## config.mk

```make
export PLATFORM = sky130hd
export DESIGN_NAME = vending_machine_param
export DESIGN_NICKNAME = d
export VERILOG_FILES = /design/src/rtl/vending_machine_param.sv
export SDC_FILE = /design/constraint.sdc
export NUM_CORES = 1
export LEC_CHECK = 0
export CAP_MARGIN = 20
export CORE_AREA = 2 2 39 41
export DETAILED_ROUTE_END_ITERATION = 6
export DIE_AREA = 0 0 41 43
export GPL_TIMING_DRIVEN = 0
export MAX_ROUTING_LAYER = met4
export PLACE_DENSITY_LB_ADDON = 0.2
export SETUP_SLACK_MARGIN = 0.3
export SLEW_MARGIN = 40
export SYNTH_ARGS = -nofsm -noshare
export SYNTH_HDL_FRONTEND = slang
export SYNTH_SLANG_ARGS = --single-unit
```

## constraint.sdc

```tcl
create_clock -name clk_i -period 1.93 [get_ports clk_i]
set_input_delay 0.2895 -clock clk_i [delete_from_list [all_inputs] [get_ports clk_i]]
set_output_delay 0.2895 -clock clk_i [all_outputs]
set_load 0.01 [all_outputs]
```

## src/rtl/vending_machine_param.sv

```systemverilog
// vending_machine_param: coin-credit vending FSM with a parametrised price, a one-cycle vend pulse and serial 5c change.
// Optional VEND_COUNT_EN macro adds a wrapping vend counter output.
module vending_machine_param #(
  parameter int PRICE    = 3,
  parameter int CREDIT_W = 4,
  parameter int CNT_W    = 8
) (
  input  logic                clk_i,
  input  logic                reset_i,
  input  logic                coin_valid_i,
  input  logic [1:0]          coin_i,
  input  logic                cancel_i,
  output logic                vend_o,
  output logic                change_o,
  output logic                coin_reject_o,
  output logic                busy_o,
  output logic [CREDIT_W-1:0] credit_o
`ifdef VEND_COUNT_EN
  ,
  output logic [CNT_W-1:0]    vend_count_o
`endif
);
  localparam logic [1:0] COLLECT = 2'd0;
  localparam logic [1:0] VEND    = 2'd1;
  localparam logic [1:0] CHANGE  = 2'd2;
  localparam logic [CREDIT_W:0]   PRICE_W = (CREDIT_W+1)'(PRICE);
  localparam logic [CREDIT_W-1:0] PRICE_C = CREDIT_W'(PRICE);
  if (PRICE < 1 || PRICE > (1 << CREDIT_W) - 5 || CNT_W < 1) begin : g_bad_params
    $error("vending_machine_param: PRICE must be 1..2**CREDIT_W-5 and CNT_W >= 1");
  end
  logic [1:0]          state_q, state_d;
  logic [CREDIT_W-1:0] credit_q, credit_d;
  logic [CREDIT_W:0]   coin_val, sum;
  logic                accept;
  assign accept   = coin_valid_i && coin_i != 2'b00 && state_q == COLLECT;
  // 01 and 10 already encode 1 and 2 units; only the 25c code needs remapping
  assign coin_val = coin_i == 2'b11 ? (CREDIT_W+1)'(5) : {{(CREDIT_W-1){1'b0}}, coin_i};
  assign sum      = {1'b0, credit_q} + (accept ? coin_val : '0);
  always_comb begin
    state_d  = state_q;
    credit_d = credit_q;
    case (state_q)
      COLLECT: begin
        credit_d = sum[CREDIT_W-1:0];
        state_d  = sum >= PRICE_W ? VEND : (cancel_i && sum != '0) ? CHANGE : COLLECT;
      end
      VEND: begin
        credit_d = credit_q - PRICE_C;
        state_d  = credit_q != PRICE_C ? CHANGE : COLLECT;
      end
      CHANGE: begin
        credit_d = credit_q - 1'b1;
        state_d  = credit_q == CREDIT_W'(1) ? COLLECT : CHANGE;
      end
      default: begin
        credit_d = '0;
        state_d  = COLLECT;
      end
    endcase
  end
  always_ff @(posedge clk_i or posedge reset_i) begin
    if (reset_i) begin
      state_q  <= COLLECT;
      credit_q <= '0;
    end else begin
      state_q  <= state_d;
      credit_q <= credit_d;
    end
  end
  assign vend_o        = state_q == VEND;
  assign change_o      = state_q == CHANGE;
  assign busy_o        = state_q != COLLECT;
  assign coin_reject_o = coin_valid_i && coin_i != 2'b00 && state_q != COLLECT;
  assign credit_o      = credit_q;
`ifdef VEND_COUNT_EN
  logic [CNT_W-1:0] cnt_q;
  always_ff @(posedge clk_i or posedge reset_i) begin
    if (reset_i) cnt_q <= '0;
    else if (state_q == VEND) cnt_q <= cnt_q + 1'b1;
  end
  assign vend_count_o = cnt_q;
`endif
endmodule

```

==> reports/qor.csv, run 1 <==
stage;metric;value;unit
logic_synthesis;syn_area;522;um^2
routing;vias_per_cell;5.46;
critical_path;max_stage_delay;0.45;ns
clock_network;cts_tree;done;
floorplan;rows;14;
logic_synthesis;synth_edf_count;0;
floorplan;io_pins;14;
place;io_buffers;13;
floorplan;coreArea;0.00138;mm^2
timing;hold_viol;0;
clock_network;clk_transition_reported_paths;0.05;ns
floorplan;dieWidth;41;um
clock_network;cts-root-buf;clkbuf_4;
timing;fin_hold_ws;0.269;ns
critical_path;critPathKind;reg2reg;
timing;setup_slack;-0.0430;ns
timing;timing.fmax;0.507;GHz
global_routing;grt_overflow_total;0;
floorplan;die_y;43;um
power;clkPwrFrac;8.3;%
logic_synthesis;yosys.area.top_type_share;28.8;%
final_layout;multi_input_comb_area;389;um^2
critical_path;worstPathArrival;2.11;ns
final_layout;area_delta_synth_final;51.6;%
final_layout;seq_area;155;um^2
status;status;finished with violations;
logic_synthesis;synthTopCellsByCount;inv_1, nor2_1, dfrtp_1, ha_1, o21ai_0;
place;dp_hpwl;926;um
clock_network;clk_latency;0.24;ns
power;leakage;0.366;nW
logic_synthesis;synthesis.nets;75;
logic_synthesis;ys_seq_area_share;28.8;%
routing;wl;1340;um
logic_synthesis;ys.flop_type;dfrtp_1;
power;p_switching;0.591;mW
final_layout;nets;99;
final_layout;fin_util;57.1;%
timing;fin_skew;0.00693;ns
place;placed_area;682;um^2
power;p_sw_share;43.7;%
clock_network;htree_levels;1;
timing;tightest_slew;0.241;ns
power;p_per_area;1710;mW/mm^2
logic_synthesis;yosysWarnings;0;
critical_path;cp_max_fo;4;
timing;relSlewSlack;83.9;%
flow_run;cap_violations;0;
power;p_comb_share;67.9;%
logic_synthesis;synth.area.top_cells;dfrtp_1, ha_1, inv_1;
routing;drc_errors;0;
critical_path;worstSetupEndpointType;flip-flop;
global_routing;track_usage;18.3;%
logic_synthesis;postSynthAreaPerCell;8.42;um^2
power;p_total;1.35;mW
clock_network;clock_sinks;6;
final_layout;n_antenna_cell;0;
global_routing;grt_antenna_before_repair;0;
power;pwr-share-seq;23.8;%
logic_synthesis;syn_inst;62;
global_routing;grt_pass1_vias;501;
status;violations;negative setup slack;
routing;drtAntennaViolNets;0;
place;place_congestion;0.749;
floorplan;start_util;37.7;%
final_layout;final_area;791;um^2
logic_synthesis;async_reset_ff_share;100;%
logic_synthesis;ys_seq_elements;6;
critical_path;crit_slowest_cell;fa_2;
final_layout;fillers;139;
timing;slew_violations;0;
final_layout;final_layout_size_suffix_gt1_share;31.0;%
power;vdd_drop_max;0.681;mV
clock_network;clockBufferDepth;2;
timing;grt_setup_unrepaired;yes;
timing;finalCritPeriodShare;102;%
timing;fin_crit;1.97;ns
routing;drt_iter0_markers;12;
global_routing;grt_max_degree;8;
routing;dr.pass1.iters;5;
place;post-place-ws;-0.403;ns
hold_path;hp-class;in2async;
logic_synthesis;synth_most_common_cell;inv_1;
routing;post_drt_wl_per_cell;13.4;um
floorplan;die_area;0.00176;mm^2
timing;setup_viol;1;
global_routing;grt_pass1_wl;2130;um
clock_network;cts_made_buffers;3;
critical_path;crit_chain;nor2_4 -> and3_4 -> ha_4 -> fa_2 -> a211oi_2 -> o21ai_1 -> o32ai_1;
critical_path;critical_path_required;2.06;ns
power;internal-power;0.762;mW
routing;vias;546;
logic_synthesis;synth_cell_types;26;
critical_path;startpoint_type;flip-flop;
logic_synthesis;netlist.top_cell.by_area;dfrtp_1;
-- critical path: cells and delay by family, from the launching register on --
family	cells	cell delay (ns)
compound gates	3	0.51
fa+ha+maj	2	0.58
flops	1	0.43
simple gates	2	0.34
-- through the flow --
stage               TNS, ns  cells
floorplan           -0.0175     62
global placement     -0.873     91
detailed placement   -0.853     91
CTS                 -0.0307     98
global route         -0.198    100
finish              -0.0430    100
-- flip-flops by register name, indices dropped and copies added (netlist names) --
register,count
credit_o,4
state_q,2
-- placed cells by master, fill, tap and decap left out, types with 2 or more instances in the layout --
cell type / synthesis / routed
dlygate4sd2_1: 0 / 2
buf_4: 0 / 6
nor3_1: 2 / 2
nor2_1: 7 / 5
dfrtp_2: 0 / 4
clkbuf_4: 0 / 3
inv_1: 9 / 9
nand3_1: 2 / 2
clkbuf_2: 0 / 2
dfrtp_1: 6 / 2
nand2_1: 3 / 3
o21ai_0: 6 / 5
clkdlybuf4s50_1: 0 / 7
nor2b_1: 2 / 2
a221oi_1: 2 / 2
ha_1: 6 / 5
-- cells by family (layout without fill, tap and decap cells) --
| logic type | Yosys count | in the layout | share of synthesized area (%) |
|---|---|---|---|
| muxes | 1 | 1 | 1.92 |
| AOI/OAI and AO/OA | 15 | 15 | 19.9 |
| adders and majority gates | 8 | 8 | 20.1 |
| buffers and inverters | 10 | 32 | 7.43 |
| and+or+nand+nor | 21 | 21 | 20.1 |
| DFF | 6 | 6 | 28.8 |
| xor gates and xnor gates | 1 | 1 | 1.68 |
-- power by group through the flow --
stage	combinational [mW]	sequential, mW	clock [mW]
2_1_floorplan	0.464	0.302	0
3_3_place_gp	0.732	0.311	0
3_5_place_dp	0.740	0.312	0
4_1_cts	0.860	0.313	0.115
5_1_grt	0.990	0.333	0.129
6_report	0.919	0.322	0.113
-- timing repair --
item | 4_1_cts | 5_1_grt
pin swaps | 6 | 1
resized for setup | 14 | 9
setup endpoints to repair | 9 | 10
hold endpoints to repair | 0 | 0
cloned | 0 | 0
setup buffers | 4 | 2
hold buffers | 0 | 0
-- per-layer routing --
layer | vias to the layer above | global-route usage [%] | share of wire [%]
li1 | 264 | - | -
met1 | 257 | 21.4 | 42
met2 | 23 | 28.4 | 51
met3 | 2 | 3.14 | 5.7
met4 | 0 | 10.0 | 1.4
met5 | - | - | 0
-- cell type report --
cell class,instances,share of cell area (%)
multi-input cells,46,49.2
repair buffers,19,20.9
flip-flops and latches,6,19.6
inverters,9,4.27
clock buffers,3,2.85
well taps,16,2.53
plain buffers,1,0.633
-- path summary, 6_finish.rpt --
check                            startpoint           to  cells after the start  slack (ns)
worst min register to register  credit_o[0]  credit_o[0]                      1        0.62
worst max-delay path             state_q[1]   state_q[1]                      7       -0.04
worst max register to register   state_q[1]   state_q[1]                      7       -0.04
min in group clk_i              credit_o[0]  credit_o[0]                      1        0.62
max in group asynchronous           reset_i   state_q[0]                      2        1.44
worst min-delay path                reset_i  credit_o[2]                      2        0.27
Power figures use the tool's default switching activity.
==> run 2, diff against run 1 <==
- HOLD_SLACK_MARGIN: not set -> 0.08
==> results of run 2 <==
No change in the layout: final DEF, timing and power equal those of run 1.
==> run 3, diff against run 2 <==
- PLACE_DENSITY: not set -> 0.68
- PLACE_DENSITY_LB_ADDON: 0.2 -> not set
==> run 3 against run 2 <==
Effect of this change: the flow still finishes with violations (negative setup slack); hold slack lost 0.0075 ns; first-iteration DRC count shrank 25%; non-clock buffer count grew 4; critical path depth grew 1; core utilization grew 2.8 points; power grew 5.3%; clock power is essentially flat; global-route usage grew 1.7 points; highest routed layer is now met3; sequential share of layout area shrank 0.62 points; flip-flop and latch count is the same; via count grew 1.1%; wire length grew 5.4%.
==> reports/qor.csv, run 3 (synthesized netlist as in run 1, its figures left out) <==
stage;metric;value;unit
place;place_inst;91;
power;p_switching;0.608;mW
place;placed_area;682;um^2
routing;drtAntennaViolNets;0;
critical_path;r2r-start;state_q[0];
final_layout;largest_reg_flops;4;
timing;hold_viol;0;
critical_path;worstSetupEndpointType;flip-flop;
floorplan;io_pins;14;
critical_path;cp_max_fo;4;
timing;grt_setup_unrepaired;yes;
timing;finalCritPeriodShare;105;%
global_routing;grt_max_degree;8;
final_layout;n_antenna_cell;0;
floorplan;die_y;43;um
power;p_per_area;1720;mW/mm^2
routing;drc_errors;0;
timing;fin_skew;0.00429;ns
global_routing;grt_pass1_wl;2300;um
final_layout;seq_area;158;um^2
power;p_comb_share;69.5;%
clock_network;cts_made_buffers;3;
power;pwr-share-seq;22.7;%
final_layout;fillers;131;
place;io_buffers;13;
floorplan;rows;14;
routing;post_drt_wl_per_cell;13.6;um
final_layout;stdcell_count;104;
timing;tightest_slew;0.252;ns
final_layout;layout_common_cells;buf_4, inv_1, clkdlybuf4s50_1;
power;internal-power;0.817;mW
timing;fin_crit;2.02;ns
critical_path;r2r_slack;-0.09;ns
timing;setup_viol;3;
floorplan;dieWidth;41;um
critical_path;critical_path_required;2.04;ns
clock_network;cts-root-buf;clkbuf_4;
global_routing;track_usage;20.0;%
critical_path;startpoint_type;flip-flop;
timing;relSlewSlack;83.2;%
power;leakage;0.386;nW
routing;vias;552;
power;p_total;1.43;mW
final_layout;fin_util;59.9;%
timing;slew_violations;0;
final_layout;area_delta_synth_final;59.0;%
place;post-place-ws;-0.407;ns
global_routing;grt_overflow_total;0;
place;dp_hpwl;969;um
critical_path;critPathKind;reg2reg;
floorplan;die_area;0.00176;mm^2
power;vdd_drop_max;1.01;mV
flow_run;cap_violations;0;
floorplan;start_util;37.7;%
timing;fin_tns_setup;-0.130;ns
hold_path;hp-class;in2async;
status;status;finished with violations;
timing;fin_hold_ws;0.262;ns
clock_network;clockBufferDepth;2;
final_layout;multi_input_comb_area;380;um^2
power;p_sw_share;42.7;%
clock_network;htree_levels;1;
routing;drt_iter0_markers;9;
routing;vias_per_cell;5.31;
global_routing;grt_antenna_before_repair;0;
place;place_congestion;0.800;
timing;timing.fmax;0.496;GHz
timing;setup_slack;-0.0869;ns
final_layout;nets;103;
final_layout;final_area;830;um^2
critical_path;worstPathArrival;2.12;ns
final_layout;final_layout_size_suffix_gt1_share;36.4;%
clock_network;clk_transition_reported_paths;0.04;ns
clock_network;clk_latency;0.24;ns
global_routing;grt_pass1_vias;532;
clock_network;clock_sinks;6;
clock_network;cts_tree;done;
power;clkPwrFrac;7.7;%
floorplan;coreArea;0.00138;mm^2
routing;dr.pass1.iters;4;
routing;wl;1410;um
status;violations;negative setup slack;
critical_path;r2r_end;state_q[1];
critical_path;worstRegToRegCells;8;
[run 3: cell count changes in the layout (fill, tap and decap cells not counted)]
cell,before,now
clkdlybuf4s15_1,1,0
dlygate4sd2_1,2,3
o21ai_0,5,4
dfrtp_2,4,6
buf_6,0,3
clkbuf_2,2,1
o221a_2,0,1
dfrtp_1,2,0
buf_2,1,0
o21ai_1,1,2
o221a_4,1,0
buf_4,6,9
[run 3: cell type report]
type	count	share of cell area, %
clock buffers	3	2.71
well taps	16	2.41
inverters	9	4.07
flip-flops and latches	6	19.0
repair buffers	23	25.0
plain buffers	1	0.905
multi-input cells	46	45.9
[run 3: how the worst max path moves through the flow]
stage / slack [ns] / depth (start not counted) / from / endpoint
after floorplan: -0.02 / 7 / state_q[0] / state_q[1]
after global placement: -0.38 / 7 / coin_i[0] / state_q[1]
after detailed placement: -0.41 / 7 / coin_i[0] / state_q[1]
after CTS: -0.05 / 7 / state_q[0] / state_q[1]
after global routing: -0.21 / 7 / state_q[0] / state_q[1]
final: -0.09 / 8 / state_q[0] / state_q[1]
[run 3: repair_timing]
item                       CTS  global route
setup endpoints to repair    9            10
setup buffers                5             5
hold buffers                 0             0
pin swaps                    5             2
gates resized for setup     18            13
[run 3: worst max-delay path, cell delays in order, from the launching register on]
cell	delay (ns)
dfrtp_2	0.41
nor2_4	0.15
and3_4	0.21
ha_4	0.13
fa_2	0.46
buf_4	0.15
buf_6	0.10
o21ai_0	0.16
o32ai_1	0.11
[run 3: routing by layer]
metal	track usage, %	vias to the layer above	wire [um]
li1	-	279	-
met1	25.0	257	623
met2	30.9	16	727
met3	7.85	0	61
met4	2.00	0	0
met5	-	-	0
[run 3: power groups by stage]
stage | Clock, mW | Sequential (mW) | Combinational, mW
floorplan | 0 | 0.302 | 0.464
global placement | 0 | 0.313 | 0.737
detailed placement | 0 | 0.313 | 0.752
CTS | 0.116 | 0.316 | 0.865
global route | 0.128 | 0.340 | 1.08
finish | 0.110 | 0.324 | 0.991
